`src/rtl/keccak_squeeze_serializer.sv`:
```
// Squeeze-phase serializer for a Keccak sponge: streams rate lanes as 64-bit words
// and requests a permutation whenever the rate portion of the state is used up.
module keccak_squeeze_serializer #(
  parameter int RATE_LANES = 17,
  parameter int LEN_W      = 16
) (
  input  logic             clk,
  input  logic             rst,
  input  logic             start,
  input  logic [LEN_W-1:0] out_len,
  input  logic [1599:0]    state_in,
  output logic             perm_req,
  input  logic             perm_done,
  output logic [63:0]      dout,
  output logic             dout_valid,
  input  logic             dout_ready,
  output logic             last,
  output logic             busy,
  output logic             done
);

  localparam int LANE_W = (RATE_LANES > 1) ? $clog2(RATE_LANES) : 1;
  localparam logic [LANE_W-1:0] LAST_LANE = LANE_W'(RATE_LANES - 1);

  typedef enum logic [1:0] {IDLE, EMIT, PERM} state_t;

  state_t            state;
  logic [LEN_W-1:0]  remaining;
  logic [LANE_W-1:0] lane_idx;
  logic [4:0]        lane_sel;
  logic              handshake;

  // Lane index widened to the 25-lane address space so it can drive the state mux.
  assign lane_sel   = 5'(lane_idx);
  assign dout_valid = (state == EMIT);
  assign perm_req   = (state == PERM);
  assign busy       = (state != IDLE);
  assign handshake  = dout_valid && dout_ready;
  assign last       = dout_valid && (remaining == LEN_W'(1));
  assign dout       = dout_valid ? state_in[{lane_sel, 6'd0} +: 64] : 64'd0;

  always_ff @(posedge clk) begin
    if (rst) begin
      state     <= IDLE;
      remaining <= '0;
      lane_idx  <= '0;
      done      <= 1'b0;
    end else begin
      done <= 1'b0;
      case (state)
        IDLE: begin
          if (start) begin
            if (out_len == '0) begin
              done <= 1'b1;
            end else begin
              remaining <= out_len;
              lane_idx  <= '0;
              state     <= EMIT;
            end
          end
        end
        EMIT: begin
          if (handshake) begin
            // Finishing the squeeze wins over wrapping into a permutation.
            if (remaining == LEN_W'(1)) begin
              remaining <= '0;
              lane_idx  <= '0;
              state     <= IDLE;
              done      <= 1'b1;
            end else begin
              remaining <= remaining - LEN_W'(1);
              if (lane_idx == LAST_LANE) begin
                lane_idx <= '0;
                state    <= PERM;
              end else begin
                lane_idx <= lane_idx + LANE_W'(1);
              end
            end
          end
        end
        PERM: begin
          if (perm_done) begin
            state <= EMIT;
          end
        end
        default: state <= IDLE;
      endcase
    end
  end

endmodule

```
`config.mk`:
```
export PLATFORM = sky130hd
export DESIGN_NAME = keccak_squeeze_serializer
export DESIGN_NICKNAME = d
export VERILOG_FILES = /design/src/rtl/keccak_squeeze_serializer.sv
export SDC_FILE = /design/constraint.sdc
export NUM_CORES = 1
export LEC_CHECK = 0
export BUFFER_PORTS_ARGS = -buffer_cell sky130_fd_sc_hd__buf_2
export CAP_MARGIN = 30
export CELL_PAD_IN_SITES_DETAIL_PLACEMENT = 1
export CELL_PAD_IN_SITES_GLOBAL_PLACEMENT = 1
export CORE_AREA = 3 3 660 662
export DETAILED_ROUTE_END_ITERATION = 8
export DIE_AREA = 0 0 663 665
export GPL_TIMING_DRIVEN = 0
export HOLD_SLACK_MARGIN = 0.1
export PLACE_DENSITY_LB_ADDON = 0.3
export SETUP_SLACK_MARGIN = 0.4
export SYNTH_ARGS = -nofsm -noshare
export SYNTH_HDL_FRONTEND = slang
export SYNTH_SLANG_ARGS = --single-unit
```
`constraint.sdc`:
```
create_clock -name clk -period 2.4 [get_ports clk]
set_input_delay 0.48 -clock clk [delete_from_list [all_inputs] [get_ports clk]]
set_output_delay 0.48 -clock clk [all_outputs]
set_load 0.02 [all_outputs]
```
==> impl_metrics.env <==
export IMPL_path_clk_slew_ns=0.08
export IMPL_endpoint_kind="output pin"
export IMPL_r2r_worst_path_cells=12
export IMPL_synthCells=1132
export IMPL_grt_pass1_vias=24100
export IMPL_slew_violations=0
export IMPL_crit_required_ns=1.92
export IMPL_cap_viol_max_count=0
export IMPL_track_usage=0.149
export IMPL_drc=0
export IMPL_fin_nets=4652
export IMPL_drive_above_1_share=0.917
export IMPL_violations="setup timing"
export IMPL_worstReg2RegStart="lane_idx[0]"
export IMPL_synth_flop_cell="dfxtp_1"
export IMPL_min_period_ns=3.28
export IMPL_hold_path_endpoint="remaining[9]"
export IMPL_synth_area_leaders="mux4_2 59%, mux2i_1 8.9%, a2111oi_2 5.8%, o211a_1 4.4%, dfxtp_1 3.3%"
export IMPL_yosys_cell_types_count=64
export IMPL_yosys_area_top_type="mux4_2"
export IMPL_grt_max_degree=15
export IMPL_r2r_end="lane_idx[4]"
export IMPL_start_kind="flop"
export IMPL_worst_slack_ns=-0.883
export IMPL_hold_path_class="reg -> reg"
export IMPL_synth_top_area_frac=0.589
export IMPL_io_buffers=1689
export IMPL_cp_max_fo=7
export IMPL_yosys_warnings=0
export IMPL_critPathArrivalTime_ns=2.80
export IMPL_routabilityCongestion=0.901
export IMPL_wire_per_inst_um=39.0
export IMPL_num_vias=24100
export IMPL_die_width_um=663
export IMPL_place_hpwl_um=314000
export IMPL_routed_wl_um=345000
export IMPL_start_util=0.0341
export IMPL_crit_type="reg -> out"
export IMPL_ys_ff_latch=24
export IMPL_pin_count=1690
export IMPL_antenna_found_initial=418
export IMPL_syn2layout_area_growth_pct=165
export IMPL_first_pass_iters=5
export IMPL_cts_buffers=3
export IMPL_fin_util=0.0903
export IMPL_mappedNetlistArea_mm2=0.0147
export IMPL_cts_root_buf="clkbuf_16"
export IMPL_post_drt_via_cell_ratio=2.72
export IMPL_clk_insertion_delay_late_ns=0.27
export IMPL_worst_pin_slew_ns=1.01
export IMPL_power_mw=8.93
export IMPL_p_per_area_mw_per_mm2=230
export IMPL_max_freq_mhz=305
export IMPL_r2r_slack_ns=0.11
export IMPL_die_h_um=665
export IMPL_setup_viol=64
export IMPL_htreeDepth=1
export IMPL_finalHoldViolations=0
export IMPL_synth_top_cells_by_count="384 x mux4_2, 130 x mux2i_1, 79 x nand2_1"
export IMPL_cts_sinks=24
export IMPL_syn_nets=2757
export IMPL_setup_tns_ns=-50.55
export IMPL_min_period_over_period=1.37
export IMPL_overflow=0
export IMPL_hold_start="remaining[9]"
export IMPL_synth_seq_area_share=0.0327
export IMPL_outcome="finished, violations left"
export IMPL_hold_slack_ns=0.510
export IMPL_dieArea_mm2=0.441
export IMPL_ant_nets=0
export IMPL_clock_path_buffers=2
export IMPL_max_slew_margin=0.329
export IMPL_pre_cts_ws_ns=-2.03
export IMPL_grt_pass1_wl_um=395000
export IMPL_holdPathStages=2
export IMPL_leakagePower_nw=13.9
export IMPL_drtIter0Drc=1799
export IMPL_vdd_drop_max_v=0.000246
export IMPL_avgSynthCellArea_um2=13.0
export IMPL_row_count=241
export IMPL_synth_edf_count=0
export IMPL_async_reset_ff_frac=0
export IMPL_skew_ns=0.00255
export IMPL_yosysMostFrequentCell="mux4_2"
export IMPL_rsz0062_at_grt="yes"
export IMPL_cts_tree="yes"
export IMPL_core_mm2=0.430
==> layer usage <==
| metal | routed length, µm | vias up | global-route usage |
|---|---|---|---|
| met5 | 1450 | - | 0 |
| met1 | 126000 | 12000 | 0.162 |
| met4 | 9740 | 216 | 0.0214 |
| met3 | 37100 | 778 | 0.0686 |
| li1 | - | 9170 | - |
| met2 | 171000 | 1947 | 0.267 |
==> worst max-delay path by stage <==
stage | from | to
6_report | lane_idx[0] | dout[44]
2_1_floorplan | lane_idx[0] | dout[60]
3_5_place_dp | lane_idx[1] | dout[27]
3_3_place_gp | lane_idx[3] | dout[27]
5_1_grt | lane_idx[0] | dout[44]
4_1_cts | lane_idx[0] | dout[34]
==> per-stage QoR <==
stage | instance area (µm²) | std cells
2_1_floorplan | 16500 | 1132
3_3_place_gp | 32100 | 8531
3_5_place_dp | 32500 | 8555
4_1_cts | 37100 | 8686
5_1_grt | 38600 | 8761
6_report | 38800 | 8853
==> repair_timing <==
| action | in CTS | in global routing |
|---|---|---|
| buffers inserted | 110 | 42 |
| gates cloned | 17 | 8 |
| hold buffers | 0 | 0 |
| pin swaps | 59 | 67 |
| setup endpoints to repair | 90 | 89 |
| resized for setup | 576 | 156 |
==> flip-flops by register name, indices dropped and copies added (netlist names) <==
| name | cells |
|---|---|
| done | 1 |
| lane_idx | 5 |
| remaining | 16 |
| state | 2 |
==> area by class of cell <==
| class | instances | area [µm²] |
|---|---|---|
| diodes | 117 | 293 |
| plain buffers | 164 | 2380 |
| clock buffers | 3 | 75.1 |
| clock inverters | 1 | 30.0 |
| fillers | 50700 | 391000 |
| inverters | 17 | 83.8 |
| multi-input cells | 927 | 16600 |
| flip-flops and latches | 24 | 495 |
| well taps | 5710 | 7140 |
| repair buffers | 1890 | 11800 |
==> power breakdown <==
group | total, mW | internal [mW] | switching, mW
combinational | 7.91 | 3.85 | 4.07
sequential | 0.495 | 0.435 | 0.0598
clock | 0.520 | 0.333 | 0.187
total | 8.93 | 4.61 | 4.31
==> worst max-delay path, cell delays in order, from the launching register on <==
cell	delay, ns
dfxtp_4	0.44
buf_12	0.19
buf_16	0.19
buf_16	0.19
buf_12	0.13
clkbuf_16	0.16
mux4_2	0.55
mux2i_4	0.30
a2111oi_4	0.11
buf_4	0.19
==> kinds of logic after synthesis <==
logic type | synth area share
AOI/OAI and AO/OA | 0.165
adders and majority gates | 0.00341
buffers and inverters | 0.0661
DFF | 0.0327
muxes | 0.679
and+or+nand+nor | 0.0539
==> placed cells by master (no fill, tap or decap), types with 30 or more instances in the layout <==
cell | synthesis | layout
a2111oi_4 | 0 | 65
buf_2 | 55 | 1628
o211a_1 | 64 | 46
mux2i_4 | 0 | 73
mux4_2 | 384 | 384
diode_2 | 0 | 117
nand2_1 | 79 | 50
buf_4 | 33 | 116
buf_16 | 0 | 49
o22ai_4 | 0 | 35
buf_6 | 11 | 83
buf_12 | 0 | 84
mux2i_1 | 130 | 31
o22ai_2 | 1 | 30
Power figures use the tool's default switching activity.
